$ cat config.mk
export PLATFORM = sky130hd
export DESIGN_NAME = wb_trace_buffer
export DESIGN_NICKNAME = d
export VERILOG_FILES = /design/src/rtl/wb_trace_buffer_pkg.sv /design/src/rtl/trace_fifo.sv /design/src/rtl/wb_trace_buffer.sv
export SDC_FILE = /design/constraint.sdc
export NUM_CORES = 1
export LEC_CHECK = 0
export CORE_MARGIN = 2
export CORE_UTILIZATION = 45
export CTS_BUF_LIST = sky130_fd_sc_hd__clkbuf_8
export DETAILED_ROUTE_END_ITERATION = 12
export PLACE_DENSITY_LB_ADDON = 0.15
export SLEW_MARGIN = 20
export SYNTH_ARGS = -nofsm -noshare
export SYNTH_HDL_FRONTEND = slang
export SYNTH_SLANG_ARGS = --single-unit
export TNS_END_PERCENT = 20
$ cat constraint.sdc
create_clock -name clk -period 8.4 [get_ports clk]
set_input_delay 1.68 -clock clk [delete_from_list [all_inputs] [get_ports clk]]
set_output_delay 1.68 -clock clk [all_outputs]
set_load 0.01 [all_outputs]
$ cat src/rtl/wb_trace_buffer_pkg.sv
// Shared definitions for the write-back trace buffer: entry layout and counter widths.
// The entry width and the seq field depend on the WB_TRACE_SEQ_EN macro.
package wb_trace_buffer_pkg;

    localparam int TRACE_XLEN       = 32;
    localparam int TRACE_OVF_CNT_WD = 16;
    localparam int TRACE_SEQ_WD     = 16;

    typedef logic [TRACE_OVF_CNT_WD-1:0] ovf_cnt_t;
    typedef logic [TRACE_SEQ_WD-1:0]     trace_seq_t;

    // Entry layout (LSB first): wdata, pc, waddr[4:0], we[3:0], optional seq[15:0]
    function automatic int trace_entry_wd(input int xlen);
`ifdef WB_TRACE_SEQ_EN
        return 2 * xlen + 9 + TRACE_SEQ_WD;
`else
        return 2 * xlen + 9;
`endif
    endfunction

    localparam int TRACE_WDATA_LSB = 0;
    localparam int TRACE_PC_LSB    = TRACE_XLEN;
    localparam int TRACE_WADDR_LSB = 2 * TRACE_XLEN;
    localparam int TRACE_WE_LSB    = 2 * TRACE_XLEN + 5;
    localparam int TRACE_SEQ_LSB   = 2 * TRACE_XLEN + 9;
    localparam int TRACE_ENTRY_WD  = trace_entry_wd(TRACE_XLEN);

endpackage

$ cat src/rtl/trace_fifo.sv
// Generic first-word-fall-through FIFO with registered occupancy count.
// A push while full is accepted when a pop frees the head slot in the same cycle.
module trace_fifo #(
    parameter int WIDTH = 73,
    parameter int DEPTH = 16,
    localparam int AW    = $clog2(DEPTH),
    localparam int CNT_W = $clog2(DEPTH) + 1
) (
    input  logic             clk,
    input  logic             reset,
    input  logic             push,
    input  logic             pop,
    input  logic [WIDTH-1:0] wr_data,
    output logic [WIDTH-1:0] rd_data,
    output logic             full,
    output logic             empty,
    output logic [CNT_W-1:0] count
);

    logic [WIDTH-1:0] mem [DEPTH];
    logic [CNT_W-1:0] wr_ptr;
    logic [CNT_W-1:0] rd_ptr;
    logic             wr_en;
    logic             rd_en;

    assign empty = (wr_ptr == rd_ptr);
    assign full  = (count == CNT_W'(DEPTH));
    assign rd_en = pop && !empty;
    assign wr_en = push && (!full || rd_en);

    // Empty drives zeros so a reset or drained buffer never shows stale storage
    assign rd_data = empty ? '0 : mem[rd_ptr[AW-1:0]];

    always_ff @(posedge clk) begin
        if (wr_en) begin
            mem[wr_ptr[AW-1:0]] <= wr_data;
        end
    end

    always_ff @(posedge clk or negedge reset) begin
        if (!reset) begin
            wr_ptr <= '0;
            rd_ptr <= '0;
            count  <= '0;
        end else begin
            if (wr_en) begin
                wr_ptr <= wr_ptr + CNT_W'(1);
            end
            if (rd_en) begin
                rd_ptr <= rd_ptr + CNT_W'(1);
            end
            case ({wr_en, rd_en})
                2'b10:   count <= count + CNT_W'(1);
                2'b01:   count <= count - CNT_W'(1);
                default: count <= count;
            endcase
        end
    end

endmodule

$ cat src/rtl/wb_trace_buffer.sv
// Captures retiring register writes from the core's write-back debug port into a
// drainable FIFO, counting drops when full. Optional seq numbering: WB_TRACE_SEQ_EN.
module wb_trace_buffer
    import wb_trace_buffer_pkg::*;
#(
    parameter int DEPTH = 16,
    parameter int XLEN  = 32,
    localparam int ENTRY_WD = trace_entry_wd(XLEN),
    localparam int CNT_W    = $clog2(DEPTH) + 1
) (
    input  logic                        clk,
    input  logic                        reset,
    input  logic [XLEN-1:0]             debug_wb_pc,
    input  logic [3:0]                  debug_wb_rf_we,
    input  logic [4:0]                  debug_wb_rf_waddr,
    input  logic [XLEN-1:0]             debug_wb_rf_wdata,
    input  logic                        trace_en,
    input  logic                        clr_ovf,
    output logic                        trace_valid,
    input  logic                        trace_ready,
    output logic [ENTRY_WD-1:0]         trace_data,
    output logic [CNT_W-1:0]            trace_count,
    output logic                        trace_ovf,
    output logic [TRACE_OVF_CNT_WD-1:0] ovf_cnt
);

    logic                capture;
    logic                drop;
    logic                fifo_full;
    logic                fifo_empty;
    logic [ENTRY_WD-1:0] entry;

    function automatic ovf_cnt_t sat_inc(input ovf_cnt_t v);
        return (v == '1) ? v : v + ovf_cnt_t'(1);
    endfunction

    assign capture = trace_en && (|debug_wb_rf_we) && (debug_wb_rf_waddr != 5'd0);
    // Full with the sink accepting means the head pops and frees a slot this cycle
    assign drop    = capture && fifo_full && !trace_ready;

`ifdef WB_TRACE_SEQ_EN
    trace_seq_t seq;

    always_ff @(posedge clk or negedge reset) begin
        if (!reset) begin
            seq <= '0;
        end else if (capture) begin
            seq <= seq + trace_seq_t'(1);
        end
    end

    assign entry = {seq, debug_wb_rf_we, debug_wb_rf_waddr, debug_wb_pc, debug_wb_rf_wdata};
`else
    assign entry = {debug_wb_rf_we, debug_wb_rf_waddr, debug_wb_pc, debug_wb_rf_wdata};
`endif

    trace_fifo #(
        .WIDTH (ENTRY_WD),
        .DEPTH (DEPTH)
    ) u_fifo (
        .clk     (clk),
        .reset   (reset),
        .push    (capture),
        .pop     (trace_ready),
        .wr_data (entry),
        .rd_data (trace_data),
        .full    (fifo_full),
        .empty   (fifo_empty),
        .count   (trace_count)
    );

    assign trace_valid = !fifo_empty;

    // Clear takes priority over a coincident drop
    always_ff @(posedge clk or negedge reset) begin
        if (!reset) begin
            trace_ovf <= 1'b0;
            ovf_cnt   <= '0;
        end else if (clr_ovf) begin
            trace_ovf <= 1'b0;
            ovf_cnt   <= '0;
        end else if (drop) begin
            trace_ovf <= 1'b1;
            ovf_cnt   <= sat_inc(ovf_cnt);
        end
    end

endmodule

==> results.sh <==
export IMPL_status="finished clean"
export IMPL_synthSimpleGateAreaFrac_pct=2.06
export IMPL_ys_seq_area_share_pct=77.2
export IMPL_fin_tns_setup_ps=0
export IMPL_critPathMaxStageDelay_ps=1010
export IMPL_critical_path_required_ps=6720
export IMPL_place_area_sq_um=50000
export IMPL_synth_flop_cell="edfxtp_1"
export IMPL_crit_arrival_ps=4490
export IMPL_num_vias=22300
export IMPL_clkSinkCount=1200
export IMPL_period_minus_slack_ps=6170
export IMPL_p_per_area_nw_per_um2=333
export IMPL_slew_headroom_pct=28.8
export IMPL_min_period_over_period_pct=73.4
export IMPL_cts_hold_buf=0
export IMPL_antenna_left=0
export IMPL_cts_buffers=194
export IMPL_synth_cells=2087
export IMPL_setup_viol=0
export IMPL_critPathKind="reg2out"
export IMPL_viasPerCell=5.71
export IMPL_grt_overflow=0
export IMPL_dr_pass1_iters=5
export IMPL_place_congestion=0.751
export IMPL_root_buffer="clkbuf_8"
export IMPL_grt_max_degree=137
export IMPL_async_reset_ff_share_pct=2.67
export IMPL_cts_resized=0
export IMPL_max_slew_worst_pin_slew_ps=1070
export IMPL_nFillCells=8113
export IMPL_p_seq_share_pct=42.3
export IMPL_fmax_mhz=162
export IMPL_cts_tree="built"
export IMPL_cts_max_path_buffers=3
export IMPL_layout_drive_gt1_share_pct=24.1
export IMPL_finalMaxSlewViolations=0
export IMPL_ys_types=49
export IMPL_synth_nets=2175
export IMPL_initial_core_util_pct=45.5
export IMPL_syn_area_per_cell_sq_um=22.3
export IMPL_yosys_area_top_type="edfxtp_1"
export IMPL_drt_initial_drc_count=1837
export IMPL_post_cts_repair_setup_buffers=0
export IMPL_synth_seq_cells=1200
export IMPL_syn2layout_area_growth_pct=15.2
export IMPL_ys_warn_count=0
export IMPL_portBuffers=173
export IMPL_h_tree_depth=4
export IMPL_swShare_pct=31.2
export IMPL_grtUsageTotal_pct=20.0
export IMPL_core_area_sq_um=102000
export IMPL_p_int_uw=12200
export IMPL_clk_insertion_delay_late_ps=850
export IMPL_mappedNetlistArea_sq_um=46500
export IMPL_die_area_sq_um=106000
export IMPL_start_kind="flop"
export IMPL_hold_class="reg2reg"
export IMPL_maxCapViolCount=0
export IMPL_stdcell_count=3906
export IMPL_hold_viol=0
export IMPL_grt_pass1_wl_um=156000
export IMPL_cts_clk_slew_worst_paths_ps=60
export IMPL_final_nets=2461
export IMPL_ys_top_cells_by_area="edfxtp_1, mux4_2, a211oi_1, dfrtp_1, mux2i_1"
export IMPL_synth_edf_count=1168
export IMPL_fin_area_sq_um=53500
export IMPL_critical_path_buf_inv_count=2
export IMPL_path_delay_family="buffers and inverters"
export IMPL_dp_hpwl_um=54200
export IMPL_crit_fanout=74
export IMPL_p_leak_uw=0.0170
export IMPL_synthXorXnorAreaFrac_pct=0.320
export IMPL_synth_area_mux_share_pct=15.9
export IMPL_hold_slack_ps=488
export IMPL_power_frac_clock_pct=25.8
export IMPL_cp_common_cell="a211oi_1"
export IMPL_rsz0062_at_grt="false"
export IMPL_drt_wl_total_um=105000
export IMPL_die_height_um=325
export IMPL_synth_top_area_share_pct=75.5
export IMPL_pwr_share_comb_pct=31.9
export IMPL_cp_slowest_cell="dfrtp_4"
export IMPL_fin_ws_ps=2230
export IMPL_switchingPower_uw=5560
export IMPL_r2r_setup_slack_ps=4040
export IMPL_rows=117
export IMPL_synth_adder_area_share_pct=0.285
export IMPL_drc_errors=0
export IMPL_dieWidth_um=325
export IMPL_antenna_found_initial=8
export IMPL_finClkSkew_ps=46.7
export IMPL_avgRoutedWirePerCell_um=26.9
export IMPL_synth_compound_area_share_pct=2.97
export IMPL_grt_pass1_vias=23700
export IMPL_numPlacedInstances=3545
export IMPL_pin_count=174
export IMPL_synth_top_family_by_area="multiplexers"
export IMPL_power_ir_vdd_worst_mv=0.232
export IMPL_dp_slack_ps=2400
export IMPL_crit_chain="buf_12 > mux4_2 > nor2b_1 > a211oi_1 > a211oi_1 > clkdlybuf4s50_1"
export IMPL_endpoint_kind="output pin"
==> final cells by class <==
cell class                      instances  area, sq um  area share (%)
Antenna cell                            2         5.00         0.00935
Inverter                                6         25.0          0.0468
Clock inverter                        158          778            1.45
Multi-Input combinational cell        756        10100            18.9
Sequential cell                      1200        35900            67.1
Tap cell                             1368         1710            3.20
Clock buffer                          201         2770            5.17
Timing Repair Buffer                  215         2230            4.17
==> cell usage after synthesis, types with 7 or more instances <==
library cell and n:
nor2_1 27, edfxtp_1 1168, mux2i_1 75, mux4_2 292, or3_1 7, nand4_1 8, nor2b_1 77, buf_4 8
a211oi_1 147, nand2_1 17, buf_2 43, dfrtp_1 32, nand3_1 8, o21ai_0 9, xnor2_1 11, ha_1 9
a21oi_1 15, clkbuf_1 67
==> sequential cells by signal, indices dropped and copies added, names as in the netlist <==
signal / count
ovf_cnt: 16
trace_ovf: 1
u_fifo.count: 5
u_fifo.mem: 1168
u_fifo.rd_ptr: 5
u_fifo.wr_ptr: 5
==> stage by stage <==
| stage | util (%) | total power (uW) |
|---|---|---|
| floorplan | - | 11100 |
| global placement | 48.9 | 13400 |
| detailed placement | 49.0 | 13500 |
| CTS | 52.4 | 18100 |
| global route | 52.4 | 18700 |
| finish | 52.4 | 17800 |
==> cells in the final DEF (no fill, tap or decap), types with 3 or more instances in the layout <==
| cell type | instances |
|---|---|
| a211oi_1 | 147 |
| a21oi_1 | 15 |
| buf_12 | 14 |
| buf_4 | 26 |
| bufinv_16 | 4 |
| clkbuf_8 | 201 |
| clkdlybuf4s50_1 | 173 |
| clkinv_1 | 56 |
| clkinv_2 | 27 |
| clkinvlp_4 | 3 |
| dfrtp_1 | 28 |
| dfrtp_4 | 4 |
| edfxtp_1 | 1168 |
| ha_1 | 9 |
| inv_1 | 67 |
| inv_6 | 4 |
| mux2_2 | 5 |
| mux2i_1 | 75 |
| mux4_2 | 292 |
| nand2_1 | 17 |
| nand3_1 | 8 |
| nand4_1 | 8 |
| nor2_1 | 15 |
| nor2_4 | 12 |
| nor2b_1 | 77 |
| nor3_2 | 4 |
| o21ai_0 | 9 |
| or3_1 | 7 |
| or4_1 | 5 |
| xnor2_1 | 11 |
| xor2_1 | 6 |
==> layer usage <==
metal / up-vias / track usage, % / share of wire [%]
met5: - / 0 / 0.048
met4: 8 / 6.13 / 2.0
met3: 171 / 4.01 / 5.5
met2: 669 / 32.6 / 50
met1: 12000 / 27.2 / 43
li1: 9453 / - / -
==> final timing paths <==
check                                             startpoint                           end  cells after the start
worst max-delay path            u_fifo.rd_ptr[0]$_DFFE_PN0P_                 trace_data[4]                      6
worst min-delay path            u_fifo.rd_ptr[4]$_DFFE_PN0P_  u_fifo.rd_ptr[4]$_DFFE_PN0P_                      1
worst max register to register  u_fifo.rd_ptr[2]$_DFFE_PN0P_   u_fifo.mem[1][33]$_DFFE_PP_                      7
worst min register to register  u_fifo.rd_ptr[4]$_DFFE_PN0P_  u_fifo.rd_ptr[4]$_DFFE_PN0P_                      1
max in group asynchronous                              reset  u_fifo.rd_ptr[1]$_DFFE_PN0P_                      2
min in group asynchronous                              reset       ovf_cnt[15]$_DFFE_PN0P_                      2
==> power by group through the flow <==
stage / sequential [uW] / clock (uW) / combinational (uW)
after global routing: 7580 / 4990 / 6090
after floorplan: 7420 / 0 / 3710
after global placement: 7630 / 0 / 5780
after detailed placement: 7660 / 0 / 5800
final: 7520 / 4600 / 5680
after CTS: 7540 / 4740 / 5830
==> logic make-up after synthesis <==
group | Yosys count
compound gates | 189
xor+xnor | 17
fa+ha+maj | 10
buf+inv | 131
flops | 1200
mux | 372
simple gates | 168
Power figures use the tool's default switching activity.
